--- config.mk ---
export PLATFORM = sky130hd
export DESIGN_NAME = muldiv_ctrl
export DESIGN_NICKNAME = d
export VERILOG_FILES = /design/src/rtl/muldiv_pkg.sv /design/src/rtl/muldiv_cnt.sv /design/src/rtl/muldiv_ctrl.sv
export SDC_FILE = /design/constraint.sdc
export NUM_CORES = 1
export LEC_CHECK = 0
export BUFFER_PORTS_ARGS = -buffer_cell sky130_fd_sc_hd__buf_2
export CORE_UTILIZATION = 42
export CTS_BUF_LIST = sky130_fd_sc_hd__clkbuf_2 sky130_fd_sc_hd__clkbuf_4 sky130_fd_sc_hd__clkbuf_8
export DETAILED_ROUTE_END_ITERATION = 8
export GPL_TIMING_DRIVEN = 0
export PLACE_DENSITY = 0.78
export SLEW_MARGIN = 20
export SYNTH_ARGS = -nofsm -noshare
export SYNTH_HDL_FRONTEND = slang
export SYNTH_SLANG_ARGS = --single-unit
--- constraint.sdc ---
create_clock -name clk -period 2.3 [get_ports clk]
set_input_delay 0.115 -clock clk [delete_from_list [all_inputs] [get_ports clk]]
set_output_delay 0.115 -clock clk [all_outputs]
set_load 0.02 [all_outputs]
--- src/rtl/muldiv_pkg.sv ---
// Shared types and constants for the HI/LO multiply/divide sequencer.
package muldiv_pkg;

  typedef enum logic [2:0] {
    IDLE,
    MULT_RUN,
    DIV_RUN,
    WB,
    DZ
  } state_e;

  localparam logic SEL_DIV  = 1'b0;
  localparam logic SEL_MULT = 1'b1;

  localparam int unsigned MULT_CYCLES_DEF = 32;
  localparam int unsigned DIV_CYCLES_DEF  = 32;

  function automatic int unsigned max2(
    input int unsigned a,
    input int unsigned b
  );
    return (a > b) ? a : b;
  endfunction

endpackage

--- src/rtl/muldiv_cnt.sv ---
// Loadable down-counter that saturates at zero.
module muldiv_cnt #(
  parameter int unsigned W = 6
) (
  input  logic         clk,
  input  logic         rst_n,
  input  logic         load_i,
  input  logic [W-1:0] val_i,
  input  logic         en_i,
  output logic         zero_o
);

  logic [W-1:0] cnt_q;

  always_ff @(posedge clk or negedge rst_n) begin
    if (!rst_n) begin
      cnt_q <= '0;
    end else if (load_i) begin
      cnt_q <= val_i;
    end else if (en_i && (cnt_q != '0)) begin
      cnt_q <= cnt_q - 1'b1;
    end
  end

  assign zero_o = (cnt_q == '0);

endmodule

--- src/rtl/muldiv_ctrl.sv ---
// Sequencer for the HI/LO multiply/divide path: accepts UC requests,
// times the unit latency, steers the HI/LO muxes and issues the write.
module muldiv_ctrl
  import muldiv_pkg::*;
#(
  parameter int unsigned MULT_CYCLES = MULT_CYCLES_DEF,
  parameter int unsigned DIV_CYCLES  = DIV_CYCLES_DEF
) (
  input  logic        clk,
  input  logic        reset,
  input  logic        mult_req,
  input  logic        div_req,
  input  logic [31:0] divisor,
  input  logic        hilo_rd,
  output logic        busy,
  output logic        done,
  output logic        div_zero,
  output logic        div_init,
  output logic        op_hi_sel,
  output logic        op_lo_sel,
  output logic        hi_write,
  output logic        lo_write,
  output logic        stall
);

  localparam int unsigned CW =
    $clog2(max2(MULT_CYCLES, DIV_CYCLES) + 1);

  localparam logic [CW-1:0] MULT_LD = CW'(MULT_CYCLES - 1);
  localparam logic [CW-1:0] DIV_LD  = CW'(DIV_CYCLES - 1);

  state_e        state_q, state_d;
  logic          sel_q, sel_d;
  logic          load;
  logic [CW-1:0] ld_val;
  logic          cnt_en;
  logic          cnt_zero;

  logic busy_q, done_q, dz_q, init_q;

  muldiv_cnt #(
    .W(CW)
  ) u_cnt (
    .clk   (clk),
    .rst_n (reset),
    .load_i(load),
    .val_i (ld_val),
    .en_i  (cnt_en),
    .zero_o(cnt_zero)
  );

  always_comb begin
    state_d = state_q;
    sel_d   = sel_q;
    load    = 1'b0;
    ld_val  = '0;
    cnt_en  = 1'b0;
    unique case (state_q)
      IDLE: begin
        // Multiply wins a collision; the divide is dropped silently.
        if (mult_req) begin
          state_d = MULT_RUN;
          load    = 1'b1;
          ld_val  = MULT_LD;
          sel_d   = SEL_MULT;
        end else if (div_req) begin
          if (divisor == '0) begin
            state_d = DZ;
          end else begin
            state_d = DIV_RUN;
            load    = 1'b1;
            ld_val  = DIV_LD;
            sel_d   = SEL_DIV;
          end
        end
      end
      MULT_RUN, DIV_RUN: begin
        cnt_en = 1'b1;
        if (cnt_zero) begin
          state_d = WB;
        end
      end
      WB:      state_d = IDLE;
      DZ:      state_d = IDLE;
      default: state_d = IDLE;
    endcase
  end

  // Outputs are registered from the next state so they line up
  // with the state they describe.
  always_ff @(posedge clk or negedge reset) begin
    if (!reset) begin
      state_q <= IDLE;
      sel_q   <= SEL_DIV;
      busy_q  <= 1'b0;
      done_q  <= 1'b0;
      dz_q    <= 1'b0;
      init_q  <= 1'b0;
    end else begin
      state_q <= state_d;
      sel_q   <= sel_d;
      busy_q  <= (state_d != IDLE);
      done_q  <= (state_d == WB);
      dz_q    <= (state_d == DZ);
      init_q  <= (state_q == IDLE) && (state_d == DIV_RUN);
    end
  end

  assign busy      = busy_q;
  assign done      = done_q;
  assign hi_write  = done_q;
  assign lo_write  = done_q;
  assign div_zero  = dz_q;
  assign div_init  = init_q;
  assign op_hi_sel = sel_q;
  assign op_lo_sel = sel_q;
  assign stall     = hilo_rd & busy_q;

endmodule

==> results_dict.tcl, run 1 <==
set metrics [dict create \
    cts_buffers 3 \
    endpoint_kind "flop" \
    dp_cells 148 \
    nNetsFinal 168 \
    yosys.area.top_type "dfrtp_1" \
    clock_path_buffers 2 \
    cp_cell_sequence "inv_1 -> ha_1 -> nor3b_1 -> a211oi_4 -> mux2_2 -> nand3_1" \
    rr_worst_depth 6 \
    status "finished clean" \
    ys_seq_elements 14 \
    synth-compound-area-share_pct 17.5 \
    fp.dieW_um 45.2 \
    fp.coreArea_mm2 0.00175 \
    yosys.area_share.simple_pct 24.1 \
    cts_setup_buffers 0 \
    crit_slowest_cell "dfrtp_1" \
    stdcell_count 152 \
    fin_crit_sh_pct 75.6 \
    synth_top_family_by_area "simple AND/OR/NAND/NOR gates" \
    pwr-share-seq_pct 36.1 \
    p_leak_nw 0.561 \
    vdd_drop_max_mv 0.585 \
    cts_num_sinks 14 \
    grt_first_pass_wirelength_um 2940 \
    place.port_buffers 45 \
    ff2ff_setup_slack_ns 0.56 \
    min_period_ns 1.74 \
    dieArea_mm2 0.00204 \
    synth_flop_cell "dfrtp_1" \
    pin_count 46 \
    setup_violations 0 \
    drt_iter0_drc 9 \
    die-height_um 45.2 \
    maxSlewViolCount 0 \
    totalWireLength_um 1750 \
    yosysMostFrequentCell "dfrtp_1" \
    pre_cts_slack_ns 0.581 \
    grt_antenna_before_repair 0 \
    drtPass1Iterations 4 \
    power_density_mw_per_mm2 891 \
    crit_path_end "u_cnt.cnt_q[1]" \
    timing.final.ws_setup_ns 0.560 \
    worst-path-buf-inv 1 \
    ant_nets 0 \
    power.switching_mw 0.388 \
    cp.depth 6 \
    cts_htree_levels 1 \
    routed-wl-met2_um 930 \
    antennaDiodeCount 0 \
    synth_enable_flop_cells 0 \
    path_class "flop to flop" \
    cts.clk_slew.worst_paths_ns 0.08 \
    reg2reg_from "u_cnt.cnt_q[0]" \
    syn_area_um2 785 \
    clk_latency_ns 0.27 \
    synthAdderAreaFrac_pct 3.19 \
    skew_ns 0.00140 \
    postCtsHoldBufs 1 \
    grt_pass1_vias 703 \
    switching_share_pct 40.6 \
    routabilityCongestion 0.817 \
    overflow 0 \
    grt_use_total_pct 20.7 \
    slew_headroom_pct 65.7 \
    wl_per_cell_um 11.5 \
    design_area_mm2 0.00107 \
    cts_resized 0 \
    hold_path_depth 4 \
    num_rows 15 \
    yosys_warnings 0 \
    cts-root-buf "clkbuf_4" \
    r2r_end "u_cnt.cnt_q[1]" \
    highest_layer "met4" \
    dpl.hpwl_um 1450 \
    drc 0 \
    fin_util_pct 61.5 \
    crit_start "u_cnt.cnt_q[0]" \
    synthTopCellsByArea "dfrtp_1 (45%), nor4_1 (6.4%), inv_1 (3.3%), ha_1 (3.2%), buf_4 (2.9%)" \
    vias 791 \
    place_area_mm2 0.00104 \
    fmax_ghz 0.575 \
    power_frac_comb_pct 49.6 \
    p_clk_share_pct 14.3 \
    async_reset_ff_share_pct 100 \
    synth_xor_area_share_pct 2.23 \
    startpoint_type "flop" \
    wl_met3_um 98 \
    drive_gt1_share_pct 44.1 \
    p_int_mw 0.568 \
    ys_types 34 \
    rsz0062_at_grt "no" \
    maxCapViolations 0 \
    syn_avg_cell_area_um2 10.1 \
    syn_inst 78 \
    met1_length_um 686 \
    crit_family "flip-flops" \
    tns_ns 0 \
    muxShareOfSynthArea_pct 1.44 \
    ys_seq_area_share_pct 44.7 \
    hp-class "input pin to flop" \
    cp_slowest_stage_delay_ns 0.39 \
    area_growth_pct 36.8 \
    yosysTopAreaCellShare_pct 44.7 \
    finalHoldViolations 0 \
    grt_max_degree 15 \
    vias_per_cell 5.20 \
    tightest_slew_ns 0.511 \
    synthTopCellsByCount "dfrtp_1 (14), nor4_1 (8), inv_1 (7)" \
    path_max_fanout 8 \
    arrival_ns 1.95 \
    start_util_pct 44.9 \
    cts_tree "done" \
    required_ns 2.51 \
    syn-num-nets 117 \
]
==> layout by cell type (no fill, tap or decap), types with 2 or more instances in the layout <==
cell / netlist / routed
dfrtp_1: 14 / 14
nor3_1: 3 / 3
and3_1: 2 / 2
xnor2_1: 2 / 2
buf_4: 3 / 3
o211ai_1: 2 / 2
ha_1: 2 / 2
o21bai_1: 2 / 2
nor4_1: 8 / 8
nand4_1: 2 / 2
a21oi_1: 2 / 2
buf_2: 0 / 45
clkbuf_4: 0 / 3
nand3_1: 3 / 3
nand2_1: 3 / 3
inv_1: 7 / 7
nor2_1: 4 / 4
==> layout make-up <==
| cell class | instances | area (um2) |
|---|---|---|
| buffer | 4 | 27.5 |
| clock buffer | 3 | 22.5 |
| fill | 165 | 672 |
| inverter | 7 | 26.3 |
| multi-input combinational | 53 | 380 |
| sequential | 14 | 350 |
| tap | 25 | 31.3 |
| timing repair buffer | 46 | 235 |
==> sequential cells by signal (all words and copies together), names as in the netlist <==
name / cells
done: 1
div_init: 1
op_hi_sel: 1
div_zero: 1
u_cnt.cnt_q: 6
state_q: 3
busy: 1
==> cells by family after synthesis <==
family,count (synthesis)
flip-flops,14
multiplexers,1
adder cells (fa/ha/maj),2
AO/OA/AOI/OAI,16
buffers and inverters,11
AND/OR/NAND/NOR,32
XOR/XNOR,2
==> through the flow <==
step | total power, mW | hold WS (ns)
2_1_floorplan | 0.690 | -0.181
3_3_place_gp | 0.811 | 0.0240
3_5_place_dp | 0.829 | 0.0315
4_1_cts | 0.968 | 0.161
5_1_grt | 1.03 | 0.217
6_report | 0.956 | 0.169
==> worst min-delay path by stage <==
stage,start,end,slack (ns)
2_1_floorplan,reset,busy,-0.18
3_3_place_gp,reset,u_cnt.cnt_q[3],0.02
3_5_place_dp,reset,u_cnt.cnt_q[3],0.03
4_1_cts,mult_req,div_zero,0.16
5_1_grt,mult_req,div_zero,0.22
6_report,mult_req,state_q[2],0.17
==> power by group through the flow <==
stage	clock (mW)	combinational, mW	sequential [mW]
2_1_floorplan	0	0.312	0.378
3_3_place_gp	0	0.464	0.347
3_5_place_dp	0	0.478	0.350
4_1_cts	0.142	0.481	0.345
5_1_grt	0.152	0.521	0.353
6_report	0.136	0.474	0.345
==> worst min-delay path, delay by kind of cell <==
| family | cells | cell delay, ns |
|---|---|---|
| buffers and inverters | 2 | 0.11 |
| AND/OR/NAND/NOR | 2 | 0.18 |
==> routing by layer <==
metal  vias to the layer above  global-route usage, %
met4                         0                   12.7
met1                       362                   23.7
met5                         -                      0
met2                        35                   36.2
met3                         4                   2.40
li1                        390                      -
(Power assumes the default switching activity.)
==> run 2, diff against run 1 <==
--- a/config.mk
+++ b/config.mk
@@ -5,12 +5,13 @@
 export SDC_FILE = /design/constraint.sdc
 export NUM_CORES = 1
 export LEC_CHECK = 0
+export ABC_AREA = 1
 export BUFFER_PORTS_ARGS = -buffer_cell sky130_fd_sc_hd__buf_2
 export CORE_UTILIZATION = 42
 export CTS_BUF_LIST = sky130_fd_sc_hd__clkbuf_2 sky130_fd_sc_hd__clkbuf_4 sky130_fd_sc_hd__clkbuf_8
 export DETAILED_ROUTE_END_ITERATION = 8
 export GPL_TIMING_DRIVEN = 0
-export PLACE_DENSITY = 0.78
+export PLACE_DENSITY = 0.73
 export SLEW_MARGIN = 20
 export SYNTH_ARGS = -nofsm -noshare
 export SYNTH_HDL_FRONTEND = slang
==> constraint.sdc (replaced) <==
create_clock -name clk -period 1.8 [get_ports clk]
set_input_delay 0.09 -clock clk [delete_from_list [all_inputs] [get_ports clk]]
set_output_delay 0.09 -clock clk [all_outputs]
set_load 0.02 [all_outputs]
==> results_dict.tcl, run 2 <==
set metrics [dict create \
    cts_tree "done" \
    fp.coreArea_mm2 0.00223 \
    hold_start "div_req" \
    status "finished clean" \
    p_leak_nw 0.793 \
    dpl.hpwl_um 1750 \
    ys_types 19 \
    postCtsHoldBufs 1 \
    wl_per_cell_um 9.29 \
    fmax_ghz 0.731 \
    syn-num-nets 190 \
    tns_ns 0 \
    cts.clk_slew.worst_paths_ns 0.08 \
    ant_nets 0 \
    clock_path_buffers 2 \
    area_growth_pct 29.1 \
    start_util_pct 45.0 \
    ys_seq_elements 14 \
    pre_cts_slack_ns 0.454 \
    fin_total_pwr_mw 1.25 \
    top_regs "u_cnt.cnt_q x6, state_q x3" \
    timing.final.ws_setup_ns 0.432 \
    hp-class "input pin to flop" \
    cts_num_sinks 14 \
    endpoint_kind "flop" \
    fin_hold_ws_ns 0.127 \
    grt_use_total_pct 18.9 \
    drc 0 \
    ys_seq_area_share_pct 34.8 \
    place_area_mm2 0.00127 \
    yosys.area.top_type "dfrtp_1" \
    maxSlewViolCount 0 \
    path_class "flop to flop" \
    synth_flop_cell "dfrtp_1" \
    grt_max_degree 15 \
    yosysTopAreaCellShare_pct 34.8 \
    startpoint_type "flop" \
    grt_antenna_before_repair 0 \
    routabilityCongestion 0.814 \
    vias_per_cell 4.57 \
    cts_setup_buffers 0 \
    fin_util_pct 58.2 \
    largest_reg_flops 6 \
    min_period_ns 1.37 \
    design_area_mm2 0.00130 \
    num_rows 17 \
    slew_headroom_pct 80.2 \
    synthTopCellsByCount "nand2_1 (37), inv_1 (33), nor2_1 (25)" \
    hold_path_depth 3 \
    finalHoldViolations 0 \
    required_ns 1.95 \
    stdcell_count 228 \
    drt_iter0_drc 7 \
    totalWireLength_um 2120 \
    cts_resized 0 \
    cts-root-buf "clkbuf_4" \
    final_cell_mix "buf_2 (45), nand2_1 (37), inv_1 (33), nor2_1 (25), dfrtp_1 (14)" \
    arrival_ns 1.52 \
    yosysMostFrequentCell "nand2_1" \
    place.port_buffers 45 \
    r2r_end "busy" \
    async_reset_ff_share_pct 100 \
    layout_commonest_cell "buf_2" \
    hold_end "state_q[2]" \
    syn_avg_cell_area_um2 6.66 \
    cts_buffers 3 \
    power_density_mw_per_mm2 961 \
    yosys_warnings 0 \
    dp_cells 224 \
    vias 1043 \
    die-height_um 50.9 \
    maxCapViolations 0 \
    vdd_drop_max_mv 0.580 \
    skew_ns 0.00449 \
    drive_gt1_share_pct 32.0 \
    ff2ff_setup_slack_ns 0.43 \
    dieArea_mm2 0.00259 \
    path_max_fanout 5 \
    setup_violations 0 \
    synthTopCellsByArea "dfrtp_1 (35%), nand2_1 (14%), inv_1 (12%), nor2_1 (9.3%), nand3_1 (6.5%)" \
    rr_worst_depth 8 \
    pin_count 46 \
    regMostFlops "u_cnt.cnt_q" \
    rsz0062_at_grt "no" \
    cts_htree_levels 1 \
    drtPass1Iterations 4 \
    syn_area_mm2 0.00101 \
    grt_first_pass_wirelength_um 3750 \
    nNetsFinal 241 \
    synth_enable_flop_cells 0 \
    overflow 0 \
    grt_pass1_vias 1023 \
    reg2reg_from "u_cnt.cnt_q[0]" \
    clk_latency_ns 0.28 \
    tightest_slew_ns 0.294 \
    antennaDiodeCount 0 \
    syn_inst 151 \
    fin_crit_sh_pct 76.0 \
    fp.dieW_um 50.9 \
]
-- run 2: cell count changes after synthesis, sizes merged, moves of 7 or more --
cell   change
nand3     +14
nand2     +37
nor4       -7
nor2      +25
inv       +27
-- run 2: how the worst max path moves through the flow --
stage	from	to	slack, ns	depth (start not counted)
2_1_floorplan	u_cnt.cnt_q[0]	u_cnt.cnt_q[3]	0.56	7
3_3_place_gp	u_cnt.cnt_q[0]	busy	0.44	8
3_5_place_dp	u_cnt.cnt_q[0]	u_cnt.cnt_q[3]	0.45	7
4_1_cts	u_cnt.cnt_q[0]	busy	0.43	8
5_1_grt	u_cnt.cnt_q[0]	busy	0.27	8
6_report	u_cnt.cnt_q[0]	busy	0.43	8
-- run 2: logic make-up (layout without fill, tap and decap cells) --
| family | count (synthesis) | in the layout | synth area share [%] |
|---|---|---|---|
| XOR/XNOR | 2 | 2 | 1.74 |
| AND/OR/NAND/NOR | 94 | 94 | 45.0 |
| AO/OA/AOI/OAI | 2 | 2 | 0.995 |
| adder cells (fa/ha/maj) | 2 | 2 | 2.49 |
| buffers and inverters | 37 | 86 | 14.9 |
| flip-flops | 14 | 14 | 34.8 |
-- run 2: where the power goes --
group | switching (mW) | leakage (nW) | internal, mW
combinational | 0.400 | 0.616 | 0.231
clock | 0.0953 | 0.0138 | 0.0776
sequential | 0.0582 | 0.164 | 0.386
total | 0.554 | 0.793 | 0.695
-- run 2: cell type report --
| class | instances | area, um2 |
|---|---|---|
| clock buffer | 3 | 22.5 |
| timing repair buffer | 46 | 235 |
| sequential | 14 | 350 |
| buffer | 3 | 22.5 |
| tap | 28 | 35.0 |
| fill | 210 | 935 |
| multi-input combinational | 100 | 505 |
| inverter | 34 | 128 |
-- run 2: critical path, stage by stage, from the launching register on --
cell     delay (ns)
dfrtp_1        0.36
inv_1          0.09
ha_1           0.22
nand3_2        0.13
nand2_1        0.06
nand2_1        0.06
nand2_1        0.09
a21oi_1        0.15
nand3_1        0.09
-- run 2: per-layer routing --
layer	global-route usage [%]	wire (um)	share of wire (%)	vias to the layer above
met3	3.27	104	4.9	2
met5	0	0	0	-
li1	-	-	-	553
met4	8.80	12	0.57	0
met1	19.4	904	43	455
met2	36.4	1100	52	33
